$ cat config.mk
export PLATFORM = sky130hd
export DESIGN_NAME = imem_boot_loader
export DESIGN_NICKNAME = d
export VERILOG_FILES = /design/src/rtl/imem_boot_loader.sv
export SDC_FILE = /design/constraint.sdc
export NUM_CORES = 1
export LEC_CHECK = 0
export CAP_MARGIN = 25
export CORE_MARGIN = 2
export CORE_UTILIZATION = 35
export DETAILED_ROUTE_END_ITERATION = 12
export GPL_TIMING_DRIVEN = 0
export PLACE_DENSITY_LB_ADDON = 0.1
export SETUP_SLACK_MARGIN = 0.4
export SLEW_MARGIN = 25
export SYNTH_ARGS = -nofsm -noshare
export SYNTH_HDL_FRONTEND = slang
export SYNTH_SLANG_ARGS = --single-unit
$ cat constraint.sdc
create_clock -name clk -period 2.2 [get_ports clk]
set_input_delay 0.33 -clock clk [delete_from_list [all_inputs] [get_ports clk]]
set_output_delay 0.33 -clock clk [all_outputs]
set_load 0.01 [all_outputs]
$ cat src/rtl/imem_boot_loader.sv
// Boot loader: packs a little-endian byte stream into 32-bit instruction memory
// writes, then releases the CPU and forwards its PC as the read index.
// Optional build macro IMEM_BOOT_CHECKSUM_EN adds a trailing XOR checksum word.
module imem_boot_loader #(
  parameter int DEPTH  = 64,
  parameter int ADDR_W = 6
) (
  input  logic              clk,
  input  logic              reset,
  input  logic              start,
  input  logic [ADDR_W:0]   len,
  input  logic [7:0]        in_byte,
  input  logic              in_valid,
  output logic              in_ready,
  output logic              imem_we,
  output logic [ADDR_W-1:0] imem_waddr,
  output logic [31:0]       imem_wdata,
  input  logic [31:0]       cpu_addr,
  output logic [ADDR_W-1:0] imem_raddr,
  output logic              cpu_run,
  output logic              busy,
  output logic              done,
  output logic              err
);

  localparam logic [ADDR_W:0] DEPTH_L = (ADDR_W+1)'(DEPTH);

`ifdef IMEM_BOOT_CHECKSUM_EN
  typedef enum logic [2:0] {S_IDLE, S_LOAD, S_WRITE, S_RUN, S_CHECK} state_t;
`else
  typedef enum logic [2:0] {S_IDLE, S_LOAD, S_WRITE, S_RUN} state_t;
`endif

  state_t            state, state_n;
  logic [ADDR_W:0]   len_q;
  logic [ADDR_W:0]   word_cnt;
  logic [1:0]        byte_cnt;
  logic [31:0]       sh;
  logic              err_q;
  logic              done_q;
  logic [ADDR_W-1:0] raddr_q;

  logic              start_ok;
  logic              xfer;
  logic              enter_run;
  logic              last_word;
  logic [31:0]       sh_nxt;
  logic [ADDR_W:0]   len_clamped;
  logic              len_over;

`ifdef IMEM_BOOT_CHECKSUM_EN
  logic [31:0]       csum;
  logic              csum_bad;
`endif

  // Only the word-index bits of the PC select an entry; the rest wrap away.
  logic unused_cpu_addr;
  assign unused_cpu_addr = ^{cpu_addr[31:ADDR_W+2], cpu_addr[1:0]};

  always_comb begin
    start_ok    = start && ((state == S_IDLE) || (state == S_RUN));
    in_ready    = (state == S_LOAD);
`ifdef IMEM_BOOT_CHECKSUM_EN
    in_ready    = in_ready || (state == S_CHECK);
    csum_bad    = 1'b0;
`endif
    xfer        = in_valid && in_ready;
    sh_nxt      = {in_byte, sh[31:8]};
    len_over    = (len > DEPTH_L);
    len_clamped = len_over ? DEPTH_L : len;
    last_word   = ((word_cnt + 1'b1) == len_q);
    state_n     = state;

    case (state)
      S_IDLE, S_RUN: begin
        if (start_ok) begin
          if (len == '0) begin
`ifdef IMEM_BOOT_CHECKSUM_EN
            state_n = S_CHECK;
`else
            state_n = S_RUN;
`endif
          end else begin
            state_n = S_LOAD;
          end
        end
      end
      S_LOAD: begin
        if (xfer && (byte_cnt == 2'd3)) state_n = S_WRITE;
      end
      S_WRITE: begin
        if (last_word) begin
`ifdef IMEM_BOOT_CHECKSUM_EN
          state_n = S_CHECK;
`else
          state_n = S_RUN;
`endif
        end else begin
          state_n = S_LOAD;
        end
      end
`ifdef IMEM_BOOT_CHECKSUM_EN
      S_CHECK: begin
        if (xfer && (byte_cnt == 2'd3)) begin
          csum_bad = (sh_nxt != csum);
          state_n  = csum_bad ? S_IDLE : S_RUN;
        end
      end
`endif
      default: state_n = S_IDLE;
    endcase

    // A restart from RUN straight back into RUN still counts as a fresh entry.
    enter_run = (state_n == S_RUN) && ((state != S_RUN) || start_ok);
  end

  always_ff @(posedge clk) begin
    if (reset) begin
      state    <= S_IDLE;
      len_q    <= '0;
      word_cnt <= '0;
      byte_cnt <= '0;
      sh       <= '0;
      err_q    <= 1'b0;
      done_q   <= 1'b0;
      raddr_q  <= '0;
`ifdef IMEM_BOOT_CHECKSUM_EN
      csum     <= '0;
`endif
    end else begin
      state   <= state_n;
      done_q  <= enter_run;
      raddr_q <= ((state == S_RUN) && !start_ok) ? cpu_addr[ADDR_W+1:2] : '0;

      if (start_ok) begin
        len_q    <= len_clamped;
        word_cnt <= '0;
        byte_cnt <= '0;
        sh       <= '0;
        err_q    <= len_over;
`ifdef IMEM_BOOT_CHECKSUM_EN
        csum     <= '0;
`endif
      end else begin
        if (xfer) begin
          sh       <= sh_nxt;
          byte_cnt <= byte_cnt + 2'd1;
        end
        if (state == S_WRITE) begin
          word_cnt <= word_cnt + 1'b1;
`ifdef IMEM_BOOT_CHECKSUM_EN
          csum     <= csum ^ sh;
`endif
        end
`ifdef IMEM_BOOT_CHECKSUM_EN
        if (csum_bad) err_q <= 1'b1;
`endif
      end
    end
  end

  always_comb begin
    imem_we    = (state == S_WRITE);
    imem_waddr = imem_we ? word_cnt[ADDR_W-1:0] : '0;
    imem_wdata = imem_we ? sh : '0;
    busy       = (state == S_LOAD) || (state == S_WRITE);
    cpu_run    = (state == S_RUN);
    done       = done_q;
    err        = err_q;
    imem_raddr = raddr_q;
  end

endmodule

# [After elaboration in Yosys (flattened, before gate mapping)]
# Index checks and enable logic that the tools add are counted.
# Widths: inputs -> output; s select.
[word_totals] regBits=59 in_bits=51
[classes] add_sub_neg=2 magnitude_cmp=1 n_eq_ne=7 mux=8 n_bitwise=1 reduce_logical=14
[op_table] op="$mux 32" count=1
[op_table] op="$eq 3x2->1 const B" count=3
[op_table] op="$pmux 3 s3" count=1
[op_table] op="$add 7x1->7 const B" count=1
[op_table] op="$eq 7x7->1" count=1
[op_table] op="$gt 7x7->1 const B" count=1
[op_table] op="$logic_not 7->1" count=1
[op_table] op="$mux 7" count=1
[op_table] op="$mux 3" count=2
[op_table] op="$mux 6" count=1
[op_table] op="$reduce_or 2->1" count=3
[op_table] op="$logic_and 1x1->1" count=5
[op_table] op="$mux 2" count=2
[op_table] op="$eq 3x1->1 const B" count=1
[op_table] op="$logic_not 3->1" count=1
[op_table] op="$logic_or 1x1->1" count=3
[op_table] op="$ne 3x2->1 const B" count=1
[op_table] op="$add 2x1->2 const B" count=1
[op_table] op="$eq 2x2->1 const B" count=1
[op_table] op="$logic_not 1->1" count=1
[op_table] op="$not 1->1" count=1

# [Longest topological paths before layout]
# Gate-level depths: netlist of the first run.
[depth] word_depth=7 depth_mapped=7

# [Worst setup path after synthesis of the first run]
# No wires, ideal clock.
[synth_timing] kind="register to output" startpoint="reg state[0]" endpoint="out imem_wdata[22]" arrival_ns=1.256 path_slack_ns=0.614 path_stages_with_launch=6 n_path_buf=3 cell_sequence="dfxtp_1 > buf_4 > nor3b_4 > buf_6 > clkbuf_1 > and2_1"
[synth_between] elab_chain_len=2
[synth_lines] element="start, declared" line="34" rtl="state_t state, state_n;"
[synth_lines] element="start signal, assigned" line="131" rtl="state <= state_n;"
[synth_lines] element="$eq 3x2->1" line="163" rtl="imem_we = (state == S_WRITE);"
[synth_lines] element="named net imem_we" line="15" rtl="output logic imem_we,"
[synth_lines] element="$mux 32" line="165" rtl="imem_wdata = imem_we ? sh : '0;"
[synth_lines] element="end, declared" line="17" rtl="output logic [31:0] imem_wdata,"
# The timed path passes the listed nets, and every way through them passes these cells.

# [Final worst setup path of the first run]
[layout_timing] startpoint="reg state[0]" endpoint="out imem_wdata[16]"
[layout_between] elab_chain_len=2
[layout_lines] element="$eq 3x2->1" line="163"
[layout_lines] element="$mux 32" line="165"
# Every way passes these cells.

==> results of run 1 <==
sequential cells by signal, summed over array words and instances, names as in the netlist:
name	count
done	1
state	3
err	1
len_q	7
sh	32
word_cnt	7
imem_raddr	6
byte_cnt	2
cell families after synthesis:
logic type | Yosys count | synth area share
flip-flops | 59 | 0.421
AND/OR/NAND/NOR | 160 | 0.293
other | 1 | 0.00134
adder cells (fa/ha/maj) | 2 | 0.00892
multiplexers | 3 | 0.0107
buffers and inverters | 21 | 0.0616
AO/OA/AOI/OAI | 53 | 0.150
XOR/XNOR | 16 | 0.0526
layer usage:
metal,global-route usage,wire (microns)
met5,0,0
met3,0.0427,387
met1,0.227,3380
met2,0.231,2830
met4,0.0588,110
cell usage after synthesis:
master | n | share of area
nand2b_1 | 4 | 0.0089
a21oi_1 | 8 | 0.014
nor4_1 | 1 | 0.0022
nand3b_1 | 1 | 0.0027
nand2_2 | 1 | 0.0022
buf_6 | 4 | 0.016
a21oi_2 | 30 | 0.094
nand4_1 | 2 | 0.0045
xor2_1 | 10 | 0.031
nand2_1 | 75 | 0.10
buf_4 | 3 | 0.0080
nor4_2 | 1 | 0.0045
nor2_1 | 17 | 0.023
nand3_1 | 2 | 0.0036
o211a_1 | 1 | 0.0036
clkbuf_1 | 8 | 0.011
buf_12 | 3 | 0.021
or2_2 | 1 | 0.0022
nor3b_4 | 4 | 0.027
a21boi_0 | 1 | 0.0027
mux2i_1 | 3 | 0.011
nor3_1 | 2 | 0.0036
a211oi_2 | 1 | 0.0045
xor2_2 | 1 | 0.0058
a41oi_1 | 1 | 0.0031
ha_1 | 2 | 0.0089
o32ai_1 | 1 | 0.0031
and3_1 | 2 | 0.0045
and2_1 | 46 | 0.10
xnor2_1 | 5 | 0.016
buf_2 | 3 | 0.0054
or2_1 | 1 | 0.0022
o21ai_0 | 3 | 0.0054
dfxtp_1 | 59 | 0.42
a22o_1 | 5 | 0.016
o21a_1 | 1 | 0.0027
o21ai_1 | 1 | 0.0018
conb_1 | 1 | 0.0013
per-stage QoR:
stage	power [mW]	cells	instance area, sq um	TNS [ns]	hold slack [ns]
final	2.14	527	4300	0	0.398
after global routing	2.24	527	4300	0	0.429
after CTS	2.15	517	3850	0	0.393
after detailed placement	1.26	490	3660	-0.0121	0.459
after global placement	1.26	490	3660	-0.0211	0.455
after floorplan	1.20	315	2810	0	0.442
critical path, stage by stage, from the launching register on:
cell and delay [ns]:
dfxtp_2 0.32, buf_6 0.13, nor3b_4 0.25, buf_6 0.22, buf_8 0.13, and2_4 0.14, buf_6 0.09
where the power goes:
| group | internal, mW | switching, mW |
|---|---|---|
| clock | 0.491 | 0.397 |
| combinational | 0.0922 | 0.0777 |
| sequential | 1.08 | 0.00612 |
| total | 1.66 | 0.481 |
cell type report:
class | count | share of cell area
clock buffer | 13 | 0.0393
tap | 102 | 0.0297
clock inverter | 2 | 0.00233
sequential | 59 | 0.275
timing repair buffer | 95 | 0.230
multi-input combinational | 235 | 0.370
buffer | 21 | 0.0524
path summary, 6_finish.rpt:
path                            startpoint        endpoint  slack (ns)  depth (start not counted)
worst min-delay path                 reset        len_q[6]        0.40                          2
worst max register to register    state[0]        state[1]        0.39                          9
worst max-delay path              state[0]  imem_wdata[16]        0.26                          6
worst min register to register       sh[2]           sh[2]        0.47                          2
timing repair:
| item | CTS | global route |
|---|---|---|
| gates cloned | 4 | 0 |
| buffers inserted | 8 | 10 |
| pin swaps | 1 | 14 |
| gates resized for setup | 191 | 91 |
| endpoints found under the setup margin | 42 | 57 |
==> results.yml, run 1 <==
timing:
  slew_viol_final: 0
  slew_headroom: 0.565
  fmax_mhz: 515
  finalSetupViolations: 0
  setup_slack_ns: 0.259
  fin_skew_ns: 0.00575
  post-route-min-period_ns: 1.94
  rsz0062_at_grt: "true"
  tightest_slew_ns: 0.646
  hold_viol_final: 0
  min_period_over_period: 0.882
final_layout:
  layout_common_cells: "75 x nand2_1, 57 x dfxtp_1, 51 x buf_6, 37 x and2_4"
  regArea_sq_um: 1180
  drive_above_1_share: 0.412
  nNetsFinal: 474
  final_common_cell: "nand2_1"
  antenna_cells: 0
  fill_cells: 726
  multiInputGateArea_sq_um: 1590
  area_growth_pct: 53.2
  final_util: 0.556
logic_synthesis:
  syn_nets: 368
  synth_seq_cells: 59
  ys_seq_area_frac: 0.421
  synth_area_sq_um: 2810
  postSynthCellCount: 315
  avgSynthCellArea_sq_um: 8.91
  yosys_warnings: 0
  synthDistinctLibCells: 38
status:
  status: "finished, final reports clean"
detailed_routing:
  dr.pass1.iters: 4
  wirelength_microns: 6710
  drt_iter0_drc: 64
  vias: 2374
  ant_nets: 0
  via_per_inst: 4.50
  drcViolationCount: 0
  wl_per_cell_microns: 12.7
worst_setup_path:
  cp.required_ns: 1.87
  crit_fanout: 7
  crit_path_end_kind: "output port"
  startpoint_type: "flip-flop"
  crit_type: "reg -> out"
  worstPathArrival_ns: 1.61
power:
  leakage_nw: 1.68
  powerDensity_nw_per_um2: 498
  peakVddDrop_mv: 0.317
placement:
  hpwl_microns: 4500
  io_buffer_count: 73
  gp_congestion: 0.715
  pre_cts_ws_ns: -0.0121
grt:
  grt_pass1_vias: 2332
  grt_max_degree: 11
  grt_pass1_wl_microns: 11000
  grt-ovfl-total: 0
  antenna_found_initial: 0
  grt_usage: 0.160
floorplan:
  dieArea_sq_um: 8750
  core_sq_um: 7730
  initial_core_util: 0.363
  num_io_pins: 101
  fp.dieH_microns: 93.5
  rows: 32
  die_w_microns: 93.5
cts:
  htreeDepth: 3
  cts_hold_buf: 0
  cts_buffer_depth: 2
  worst_skew_pair.late_latency_ns: 0.33
  cts_root_buffer: "clkbuf_8"
  numCtsBuffers: 9
  cts.clk_slew.worst_paths_ns: 0.06
  numClockSinks: 59
  cts_tree: "built"
job:
  max_cap_viol_count: 0
worst_hold_path:
  min_path_type: "in -> reg"
No activity file was read; power rests on OpenSTA's default activity.
==> run 2, diff against run 1 <==
Settings changed: GPL_ROUTABILITY_DRIVEN set to 0, GPL_TIMING_DRIVEN 0 to 1.
==> results.yml, run 2 (synthesis gave the netlist of run 1 again) <==
timing:
  finalSetupViolations: 0
  slew_viol_final: 0
  hold_slack_ns: 0.470
  fmax_mhz: 541
  setup_slack_ns: 0.351
  fin_skew_ns: 0.0126
  rsz0062_at_grt: "true"
  tns_ns: 0
  min_period_over_period: 0.841
  hold_viol_final: 0
  post-route-min-period_ns: 1.85
cts:
  cts_buffer_depth: 2
  numClockSinks: 59
  cts_hold_buf: 0
  htreeDepth: 3
  cts_root_buffer: "clkbuf_8"
  numCtsBuffers: 9
  cts_tree: "built"
  worst_skew_pair.late_latency_ns: 0.33
  cts.clk_slew.worst_paths_ns: 0.07
final_layout:
  final_common_cell: "nand2_1"
  drive_above_1_share: 0.391
  fill_cells: 725
  regMostFlops: "sh"
  largest_reg_flops: 32
  multiInputGateArea_sq_um: 1560
  antenna_cells: 0
  reg.largest.list: "sh x32, len_q x7, word_cnt x7"
  nNetsFinal: 457
  area_growth_pct: 48.2
  regArea_sq_um: 1180
  layout_common_cells: "75 x nand2_1, 57 x dfxtp_1, 41 x buf_6, 36 x and2_4, 32 x clkdlybuf4s50_1"
floorplan:
  dieArea_sq_um: 8750
  core_sq_um: 7730
  rows: 32
  num_io_pins: 101
  initial_core_util: 0.363
  fp.dieH_microns: 93.5
  die_w_microns: 93.5
detailed_routing:
  drt_iter0_drc: 83
  ant_nets: 0
  via_per_inst: 4.52
  drcViolationCount: 0
  wl_per_cell_microns: 13.4
  dr.pass1.iters: 4
  wirelength_microns: 6850
  vias: 2311
placement:
  pre_cts_ws_ns: 0.159
  hpwl_microns: 4050
  io_buffer_count: 74
worst_setup_path:
  cp.required_ns: 1.87
  r2r-start: "state[1]"
  startpoint_type: "flip-flop"
  r2r_slack_ns: 0.53
  crit_fanout: 6
  crit_path_end_kind: "output port"
  crit_type: "reg -> out"
  worstPathArrival_ns: 1.52
  r2r_cells: 6
  rr_endpoint: "sh[30]"
worst_hold_path:
  min_to: "sh[2]"
  min_from: "sh[2]"
  hold_depth: 2
  min_path_type: "reg -> reg"
grt:
  use_met3: 0.0306
  use_met1: 0.213
  grt_util_met2: 0.233
  grt_usage: 0.154
  grt_pass1_wl_microns: 10600
  grt_pass1_vias: 2294
  grt_max_degree: 35
  antenna_found_initial: 0
  grt-busiest-layer: "met2"
  grt-ovfl-total: 0
power:
  powerDensity_nw_per_um2: 529
  leakage_nw: 1.60
  report.power.total_mw: 2.20
  peakVddDrop_mv: 0.284
job:
  max_cap_viol_count: 0
status:
  status: "finished, final reports clean"
-- run 2: critical path: stages, from the launching register on --
cell and delay, ns:
dfxtp_2 0.34, nor3b_4 0.22, buf_6 0.15, buf_6 0.12, clkbuf_16 0.14, and2_4 0.13, buf_6 0.09
-- run 2: power by group --
part | total (mW) | internal [mW] | switching [mW] | leakage, nW
Combinational | 0.144 | 0.0743 | 0.0695 | 1.02
Sequential | 1.08 | 1.08 | 0.00724 | 0.477
Clock | 0.973 | 0.548 | 0.425 | 0.0991
-- run 2: worst max-delay path by stage --
stage                           endpoint  slack (ns)  depth (start not counted)      from
after floorplan           imem_wdata[22]        0.61                          5  state[0]
after global placement          len_q[2]        0.23                          5    len[1]
after detailed placement        len_q[3]        0.16                          5    len[1]
after CTS                 imem_wdata[15]        0.25                          5  state[1]
after global routing      imem_wdata[20]        0.29                          6  state[1]
final                     imem_wdata[20]        0.35                          6  state[1]
-- run 2: per-layer routing --
layer | vias to the layer above | routed length (microns)
met1 | 1042 | 3450
met4 | 0 | 87
met2 | 58 | 2950
li1 | 1205 | -
met5 | - | 0
met3 | 6 | 356
-- run 2: area by class of cell --
cell class                      count  area share
Sequential cell                    59       0.285
Clock buffer                       11      0.0340
Tap cell                          102      0.0307
Clock inverter                      5      0.0126
Multi-Input combinational cell    235       0.374
Timing Repair Buffer               99       0.264
-- run 2: what timing repair did --
action / CTS / global route
buffers inserted: 6 / 1
endpoints found under the setup margin: 42 / 40
endpoints found under the hold margin: 0 / 0
cloned: 2 / 4
resized for setup: 143 / 104
pin swaps: 0 / 16
-- run 2: per-stage QoR --
step           cells  utilization  area [sq um]
2_1_floorplan    315            -          2810
3_3_place_gp     482        0.468          3620
3_5_place_dp     482        0.468          3620
4_1_cts          506        0.501          3870
5_1_grt          511        0.538          4160
6_report         511        0.538          4160
